<file path="src/rtl/cic_pkg.sv">
`default_nettype none
// ============================================================================
// Module      : cic_pkg
// Description : Shared definitions for the CIC channel merge path: channel
//               limits, overflow counter type and the round-robin search
//               helper used by round_robin_picker.
// Revision    : 1.0 - initial release
// ============================================================================
package cic_pkg;

    localparam int MaxChannels       = 16;
    localparam int MaxChannelBits    = 4;
    localparam int OverflowCountBits = 16;

    typedef logic [OverflowCountBits-1:0] overflow_count_t;

    // Returns {found, index}: the first set request at or after last+1,
    // wrapping modulo num. Only the lowest num request bits are considered.
    function automatic logic [MaxChannelBits:0] rr_next_index(
        input logic [MaxChannels-1:0]    req,
        input logic [MaxChannelBits-1:0] last,
        input int unsigned               num
    );
        logic                      found;
        logic [MaxChannelBits-1:0] idx;
        logic [MaxChannelBits-1:0] cand4;
        int unsigned               cand;
        found = 1'b0;
        idx   = '0;
        for (int unsigned k = 1; k <= MaxChannels; k++) begin
            cand  = (32'(last) + k) % num;
            cand4 = cand[MaxChannelBits-1:0];
            if (k <= num && !found && req[cand4]) begin
                found = 1'b1;
                idx   = cand4;
            end
        end
        return {found, idx};
    endfunction

endpackage
`default_nettype wire

</file>
<file path="src/rtl/round_robin_picker.sv">
`default_nettype none
// ============================================================================
// Module      : round_robin_picker
// Description : Combinational round-robin selector. Searches the request
//               vector starting one above last_grant, wrapping around.
// Ports       : req         - request vector (NumReq bits)
//               last_grant  - index granted most recently
//               grant_valid - at least one request present
//               grant_idx   - selected request index
// Revision    : 1.0 - initial release
// ============================================================================
module round_robin_picker
    import cic_pkg::*;
#(
    parameter int NumReq  = 4,
    parameter int IdxBits = $clog2(NumReq)
) (
    input  logic [NumReq-1:0]  req,
    input  logic [IdxBits-1:0] last_grant,
    output logic               grant_valid,
    output logic [IdxBits-1:0] grant_idx
);

    logic [MaxChannels-1:0]    w_req;
    logic [MaxChannelBits-1:0] w_last;
    logic [MaxChannelBits:0]   w_result;

    always_comb begin
        w_req               = '0;
        w_req[NumReq-1:0]   = req;
        w_last              = MaxChannelBits'(last_grant);
        w_result            = rr_next_index(w_req, w_last, NumReq);
        grant_valid         = w_result[MaxChannelBits];
        grant_idx           = IdxBits'(w_result[MaxChannelBits-1:0]);
    end

endmodule
`default_nettype wire

</file>
<file path="src/rtl/cic_channel_arbiter.sv">
`default_nettype none
// ============================================================================
// Module      : cic_channel_arbiter
// Description : Merges NumChannels CIC/compensator outputs into one tagged
//               valid/ready stream. One holding word per channel, round-robin
//               drain into a registered output stage, sticky drop flags.
// Ports       : clk, rst_n (async, active low)
//               in[N][W], in_valid[N], in_ready[N]  - per-channel inputs
//               out, out_channel, out_valid, out_ready - merged output
//               overflow[N], overflow_clear           - drop reporting
//               overflow_count[N] (16b each)          - only with macro
// Options     : CIC_ARB_OVERFLOW_COUNT_EN adds saturating drop counters.
// Revision    : 1.0 - initial release
// ============================================================================
module cic_channel_arbiter
    import cic_pkg::*;
#(
    parameter int NumChannels    = 4,
    parameter int DataLengthBits = 36,
    parameter int ChannelBits    = $clog2(NumChannels)
) (
    input  logic                                      clk,
    input  logic                                      rst_n,
    input  logic [NumChannels-1:0][DataLengthBits-1:0] in,
    input  logic [NumChannels-1:0]                    in_valid,
    output logic [NumChannels-1:0]                    in_ready,
    output logic [DataLengthBits-1:0]                 out,
    output logic [ChannelBits-1:0]                    out_channel,
    output logic                                      out_valid,
    input  logic                                      out_ready,
    output logic [NumChannels-1:0]                    overflow,
    input  logic                                      overflow_clear
`ifdef CIC_ARB_OVERFLOW_COUNT_EN
    ,
    output overflow_count_t [NumChannels-1:0]         overflow_count
`endif
);

    logic [NumChannels-1:0][DataLengthBits-1:0] r_buf_data;
    logic [NumChannels-1:0]                     r_buf_full;
    logic [DataLengthBits-1:0]                  r_out;
    logic [ChannelBits-1:0]                     r_out_channel;
    logic                                       r_out_valid;
    logic [NumChannels-1:0]                     r_overflow;
    logic [ChannelBits-1:0]                     r_last_grant;
`ifdef CIC_ARB_OVERFLOW_COUNT_EN
    overflow_count_t [NumChannels-1:0]          r_ovf_count;
`endif

    logic                   w_free;
    logic                   w_grant_valid;
    logic [ChannelBits-1:0] w_grant_idx;
    logic                   w_grant;
    logic [NumChannels-1:0] w_take;
    logic [NumChannels-1:0] w_accept;
    logic [NumChannels-1:0] w_drop;

    round_robin_picker #(
        .NumReq  (NumChannels),
        .IdxBits (ChannelBits)
    ) u_picker (
        .req         (r_buf_full),
        .last_grant  (r_last_grant),
        .grant_valid (w_grant_valid),
        .grant_idx   (w_grant_idx)
    );

    // A channel being drained this cycle can accept a new word in the same
    // cycle: the old word moves to the output, the new one takes its place.
    always_comb begin
        w_free   = !r_out_valid || out_ready;
        w_grant  = w_free && w_grant_valid;
        w_take   = '0;
        w_accept = '0;
        w_drop   = '0;
        for (int i = 0; i < NumChannels; i++) begin
            w_take[i]   = w_grant && (w_grant_idx == ChannelBits'(i));
            w_accept[i] = in_valid[i] && (!r_buf_full[i] || w_take[i]);
            w_drop[i]   = in_valid[i] && r_buf_full[i] && !w_take[i];
        end
    end

    always_ff @(posedge clk or negedge rst_n) begin
        if (!rst_n) begin
            r_buf_data    <= '0;
            r_buf_full    <= '0;
            r_out         <= '0;
            r_out_channel <= '0;
            r_out_valid   <= 1'b0;
            r_overflow    <= '0;
            r_last_grant  <= ChannelBits'(NumChannels - 1);
`ifdef CIC_ARB_OVERFLOW_COUNT_EN
            r_ovf_count   <= '0;
`endif
        end else begin
            if (w_grant) begin
                r_out         <= r_buf_data[w_grant_idx];
                r_out_channel <= w_grant_idx;
                r_out_valid   <= 1'b1;
                r_last_grant  <= w_grant_idx;
            end else if (w_free) begin
                r_out_valid   <= 1'b0;
            end

            for (int i = 0; i < NumChannels; i++) begin
                if (w_accept[i]) begin
                    r_buf_data[i] <= in[i];
                    r_buf_full[i] <= 1'b1;
                end else if (w_take[i]) begin
                    r_buf_full[i] <= 1'b0;
                end

                // A drop in the clearing cycle must still be reported.
                if (w_drop[i]) begin
                    r_overflow[i] <= 1'b1;
                end else if (overflow_clear) begin
                    r_overflow[i] <= 1'b0;
                end

`ifdef CIC_ARB_OVERFLOW_COUNT_EN
                if (overflow_clear) begin
                    r_ovf_count[i] <= w_drop[i] ? overflow_count_t'(1) : '0;
                end else if (w_drop[i] && (r_ovf_count[i] != '1)) begin
                    r_ovf_count[i] <= r_ovf_count[i] + overflow_count_t'(1);
                end
`endif
            end
        end
    end

    assign in_ready    = ~r_buf_full;
    assign out         = r_out;
    assign out_channel = r_out_channel;
    assign out_valid   = r_out_valid;
    assign overflow    = r_overflow;
`ifdef CIC_ARB_OVERFLOW_COUNT_EN
    assign overflow_count = r_ovf_count;
`endif

endmodule
`default_nettype wire

</file>
<file path="config.mk">
export PLATFORM = sky130hd
export DESIGN_NAME = cic_channel_arbiter
export DESIGN_NICKNAME = d
export VERILOG_FILES = /design/src/rtl/cic_pkg.sv /design/src/rtl/round_robin_picker.sv /design/src/rtl/cic_channel_arbiter.sv
export SDC_FILE = /design/constraint.sdc
export NUM_CORES = 1
export LEC_CHECK = 0
export ABC_AREA = 1
export CAP_MARGIN = 40
export CORE_MARGIN = 2
export CORE_UTILIZATION = 45
export CTS_CLUSTER_DIAMETER = 120
export DETAILED_ROUTE_END_ITERATION = 8
export GPL_TIMING_DRIVEN = 0
export PLACE_DENSITY = 0.72
export SLEW_MARGIN = 30
export SYNTH_ARGS = -nofsm -noshare
export SYNTH_HDL_FRONTEND = slang
export SYNTH_SLANG_ARGS = --single-unit
export TNS_END_PERCENT = 30
</file>
<file path="constraint.sdc">
create_clock -name clk -period 2.8 [get_ports clk]
set_input_delay 0.84 -clock clk [delete_from_list [all_inputs] [get_ports clk]]
set_output_delay 0.84 -clock clk [all_outputs]
set_load 0.005 [all_outputs]
</file>
=== Word-level counts from Yosys, hierarchy flattened ===
Cells that the tools add are included.

* Register bits: 193
* Output and inout port bits: 47
* Word-level logic and storage cells: 109

* $add $sub $neg: 4
* Order comparisons: 5
* Equality and inequality tests: 3
* Mux-type cells: 33
* Bitwise logic cells: 1
* Reductions and logical operators: 47

{| class="wikitable"
|+ Operator list
! kind !! number
|-
| $bmux W36 S2 || 1
|-
| $mux W36 || 1
|-
| $mux W1 || 23
|-
| $logic_and A1 B1 Y1 || 20
|-
| $lt A2 B5 Y1 const B || 4
|-
| $reduce_bool A2 Y1 || 9
|-
| $logic_not A1 Y1 || 12
|-
| $bmux W1 S2 || 4
|-
| $mux W2 || 4
|-
| $logic_or A1 B1 Y1 || 5
|-
| $add A2 B1 Y2 const B || 2
|-
| $add A2 B2 Y2 const B || 2
|-
| $eq A2 B2 Y1 const B || 2
|-
| $not A4 Y4 || 1
|-
| $lt A2 B3 Y1 const B || 1
|-
| $eq A2 B1 Y1 const B || 1
|-
| $logic_not A2 Y1 || 1
|}

=== Depth between registers and ports, before layout ===
* Word-level depth: 18
* Mapped depth: 19
* Mapped depth without buffers: 15

=== Hierarchy ===
From an unflattened synthesis, not the netlist that was laid out.

* Cell total of the unflattened synthesis: 1156
* Area, all modules: 8857.2 µm²

{| class="wikitable"
|+ By module, submodules not included
! module !! instances !! cells an instance !! area an instance (µm²) !! seq. area each (µm²)
|-
| cic_channel_arbiter || 1 || 1107 || 8567.0 || 4832.1
|-
| round_robin_picker || 1 || 49 || 290.3 || 0.0
|}

=== Worst setup path after synthesis ===
OpenSTA, ideal clock, no wires.

* Path type: register to register
* Start: reg r_last_grant[0]
* End: reg r_out[20], in the netlist out[20]
* Data arrival time: 2003 ps
* Setup slack: 672 ps
* Cell stages (with the launch flop): 17
* Cells stage by stage: dfstp_2 -> buf_6 -> inv_2 -> buf_6 -> nand2_2 -> nand2_1 -> nand2_1 -> nand2_2 -> nor2_4 -> nand3b_1 -> buf_2 -> nand3_2 -> buf_4 -> buf_2 -> nand2_1 -> nand3_1 -> nand3_1

* Longest elaborated chain between the ends: 15

{| class="wikitable"
|+ Ends and longest elaborated chain
! what !! line !! source
|-
| from (decl) || cic_channel_arbiter.sv:45 || <nowiki>logic [ChannelBits-1:0] r_last_grant;</nowiki>
|-
| from (signal assigned) || cic_channel_arbiter.sv:91 || <nowiki>r_last_grant <= ChannelBits'(NumChannels - 1);</nowiki>
|-
| from (signal assigned) || cic_channel_arbiter.sv:100 || <nowiki>r_last_grant <= w_grant_idx;</nowiki>
|-
| $add A2 B1 Y2 || cic_pkg.sv:31 || <nowiki>cand = (32'(last) + k) % num;</nowiki>
|-
| $bmux W1 S2 || cic_pkg.sv:33 || <nowiki>if (k <= num && !found && req[cand4]) begin</nowiki>
|-
| $mux W1 (not written as such) || cic_pkg.sv:33 ||
|-
| $mux W1 || cic_pkg.sv:33 ||
|-
| $logic_not A1 Y1 || cic_pkg.sv:33 ||
|-
| $logic_and A1 B1 Y1 || cic_pkg.sv:33 ||
|-
| $mux W1 || cic_pkg.sv:33 ||
|-
| $logic_not A1 Y1 || cic_pkg.sv:33 ||
|-
| $logic_and A1 B1 Y1 || cic_pkg.sv:33 ||
|-
| $mux W1 || cic_pkg.sv:33 ||
|-
| $logic_not A1 Y1 || cic_pkg.sv:33 ||
|-
| $logic_and A1 B1 Y1 || cic_pkg.sv:33 ||
|-
| $mux W2 || cic_pkg.sv:33 ||
|-
| $bmux W36 S2 || cic_channel_arbiter.sv:97 || <nowiki>r_out <= r_buf_data[w_grant_idx];</nowiki>
|-
| $mux W36 (not written as such) || cic_channel_arbiter.sv:97 ||
|-
| to (signal assigned) || cic_channel_arbiter.sv:97 ||
|-
| to (decl) || cic_channel_arbiter.sv:41 || <nowiki>logic [DataLengthBits-1:0] r_out;</nowiki>
|}

Parallel ways exist; a longest one is shown, timed or not. The select of a mux whose other input is x is not followed.
A chain may end at the register's enable or synchronous reset.

=== Worst setup path in the final report ===
* Start: reg r_last_grant[0]
* End: reg r_out[7], in the netlist out[7]

The elaborated chain is that of the path after synthesis.

==> impl_metrics.py <==
metrics = {
    "sta": {
        "max_freq_mhz": 385.6,
        "setup-tns-final_ns": 0,
        "rsz0062_at_grt": "yes",
        "relSlewSlack_pct": 56.16,
        "finalSetupViolations": 0,
        "final.period_utilization_pct": 92.63,
        "whs_ns": 0.3130,
        "worst_slew_pin_slew_ns": 0.6576,
        "report.final.slew_viol_count": 0,
        "hold_viol": 0,
        "fin_crit_ns": 2.594,
        "fin_worst_skew_ns": 0.009214,
    },
    "yosys": {
        "yosysTopAreaCell": "dfrtp_1",
        "ys_warn_count": 0,
        "ys_types": 26,
        "avgSynthCellArea_um2": 8.017,
        "ys_ff_latch": 193,
        "synth_seq_area_share_pct": 51.13,
        "synth_area_leaders": "dfrtp_1, nand2_1, nand3_1, nand4_1, inv_1",
        "synthesis.nets": 1331,
        "netlist_area_um2": 9452,
        "synth_top_area_share_pct": 50.57,
        "synthesis.instances": 1179,
    },
    "setup_path": {
        "start_kind": "register",
        "slowest_delay_ns": 0.53,
        "crit_required_ns": 3.12,
        "cp-end-kind": "register",
        "worst_path_max_delay_cell": "dfstp_2",
        "reg2regPathDepth": 18,
        "arrival_ns": 2.91,
        "cp_max_fo": 10,
        "rr_endpoint": "out[7]",
        "r2r_setup_slack_ns": 0.21,
        "crit_type": "register to register",
        "cp_cell_sequence": "buf_6 -> inv_2 -> buf_6 -> nand2_1 -> nand2_1 -> nand2_2 -> nand2_2 -> nand2_1 -> o21ai_1 -> nand2_1 -> buf_2 -> nand3_2 -> buf_4 -> buf_4 -> nand2_1 -> nand2_1 -> nand3_1 -> nand3_1",
        "timing.rr.start": "r_last_grant[0]",
        "crit_top_cell": "nand2_1",
    },
    "finish": {
        "final_cells": 1685,
        "nets": 1549,
        "area_growth_pct": 31.56,
        "finish.utilization_pct": 59.72,
        "fillCellCount": 1888,
        "stdcell_area_um2": 12430,
        "num_antenna_cells": 0,
        "final_layout_size_suffix_gt1_share_pct": 10.43,
    },
    "global_route": {
        "overflow": 0,
        "grt_pass1_vias": 8132,
        "grt.total_usage_pct": 26.11,
        "grt_pass1_wl_mm": 44.28,
        "grt_max_degree": 83,
        "antenna_found_initial": 0,
    },
    "placement": {
        "dpl.hpwl_mm": 21.77,
        "placed_cells": 1654,
        "port-buffer-count": 198,
        "globalplace.congestion": 0.8675,
        "placed_area_um2": 11840,
    },
    "min_path": {
        "hold_class": "input port to asynchronous set/reset pin",
    },
    "pwr": {
        "leakage_nw": 6.264,
        "peakVddDrop_mv": 0.6532,
        "power_density_nw_per_um2": 1426,
    },
    "clock_network": {
        "cts_tree": "built",
        "holdBufCountCts": 0,
        "root_buffer": "clkbuf_16",
        "clockBufferDepth": 2,
        "cts_max_level": 4,
        "cts.sinks": 193,
        "insertion_delay_ns": 0.44,
        "numCtsBuffers": 17,
        "postCtsSetupRepairBufs": 0,
        "clk_pin_slew_ns": 0.07,
    },
    "detailed_routing": {
        "dr.pass1.iters": 5,
        "wire_per_inst_um": 16.88,
        "drcViolationCount": 0,
        "ant_nets": 0,
        "vias": 8648,
        "drtIter0Drc": 784,
        "vias_per_cell": 5.132,
        "totalWireLength_mm": 28.45,
    },
    "floorplanning": {
        "die-height_um": 148.9,
        "core_area_um2": 20820,
        "io_pins": 199,
        "num_rows": 53,
        "die_width_um": 148.9,
        "die_area_um2": 22180,
        "start_util_pct": 45.39,
    },
    "flow_run": {
        "maxCapViolations": 0,
    },
    "status": {
        "status": "finished, final reports clean",
    },
}
-- synth_stat cells --
cell type / instances
clkbuf_1: 31
buf_6: 10
a21oi_2: 1
o22ai_1: 4
buf_2: 24
dfrtp_1: 191
nand3_2: 31
dfstp_2: 2
nor2_2: 1
nand2_2: 17
inv_2: 3
inv_1: 90
o21ai_1: 1
clkinv_1: 1
buf_8: 3
o21ai_0: 2
nand4_1: 55
a21boi_1: 1
buf_4: 15
buf_1: 2
nand2_4: 2
nor2_4: 2
nand2_1: 459
a21oi_1: 1
nand3b_1: 2
nand3_1: 228
-- state kept, by name, summed over array words and instances, names as in the netlist --
register / cells
r_buf_data: 144
out: 36
overflow: 4
r_buf_full: 4
out_channel: 2
r_last_grant: 2
out_valid: 1
-- layer usage --
metal / GRT usage, % / routed length [µm] / vias up / share of wire (%)
met3: 3.945 / 2057 / 36 / 7.2
met5: 0 / 0 / - / 0
met4: 7.381 / 552 / 0 / 1.9
met2: 41.08 / 13230 / 322 / 47
li1: - / - / 4217 / -
met1: 37.77 / 12610 / 4073 / 44
-- cells by family (layout without fill, tap and decap cells) --
kind of cell | Yosys count | in the layout | synth area share [%]
DFF | 193 | 193 | 51.13
AOI/OAI and AO/OA | 10 | 10 | 0.6486
buffers and inverters | 179 | 410 | 9.174
and+or+nand+nor | 797 | 797 | 39.05
-- how the worst max path moves through the flow --
stage,startpoint,end,slack [ns],depth (start not counted)
3_5_place_dp,out_ready,out[23],0.10,8
4_1_cts,r_last_grant[0],out[23],0.13,14
5_1_grt,r_last_grant[0],out[29],-0.02,16
6_report,r_last_grant[0],out[7],0.21,18
2_1_floorplan,r_last_grant[0],out[20],0.67,16
3_3_place_gp,rst_n,r_buf_data[99],-7.19,1
-- power by group --
group | internal, mW | total (mW) | switching [mW]
sequential | 4.20 | 5.05 | 0.854
combinational | 3.77 | 10.2 | 6.42
clock | 1.39 | 2.48 | 1.09
total | 9.36 | 17.7 | 8.37
-- area by class of cell --
cell class / count / area [µm²] / area share [%]
inverters: 94 / 352.8 / 2.838
clock inverters: 12 / 127.6 / 1.026
clock buffers: 20 / 466.7 / 3.753
well taps: 275 / 344.1 / 2.767
multi-input cells: 807 / 3752 / 30.18
repair buffers: 200 / 2042 / 16.42
flip-flops and latches: 193 / 4832 / 38.86
plain buffers: 84 / 516.7 / 4.156
-- through the flow --
step                setup slack, ns  power, mW
CTS                          0.1350      17.69
floorplan                    0.6718      11.69
global route               -0.01760      19.19
detailed placement           0.1005      15.16
finish                       0.2064      17.73
global placement             -7.192      14.92
-- cells in the final DEF (no fill, tap or decap), types with 3 or more instances in the layout --
cell type	Yosys	routed
buf_2	24	22
buf_4	15	15
buf_6	10	10
buf_8	3	4
clkbuf_1	31	30
clkbuf_16	0	17
clkbuf_8	0	3
clkdlybuf4s50_1	0	197
clkinv_2	0	5
dfrtp_1	191	191
inv_1	90	90
inv_2	3	3
inv_6	0	3
nand2_1	459	459
nand2_2	17	17
nand3_1	228	228
nand3_2	31	31
nand4_1	55	55
o22ai_1	4	4
-- worst max-delay path, delay by kind of cell, from the launching register on --
kind,cells,cell delay (ns)
AO/OA/AOI/OAI,1,0.06
buffers and inverters,6,0.95
flip-flops,1,0.53
AND/OR/NAND/NOR,11,0.93
-- repair_timing --
item                                    4_1_cts  5_1_grt
endpoints found under the setup margin        0       16
hold endpoints to repair                      0        0
resized for setup                             0        4
No activity file was read; power rests on OpenSTA's default activity.
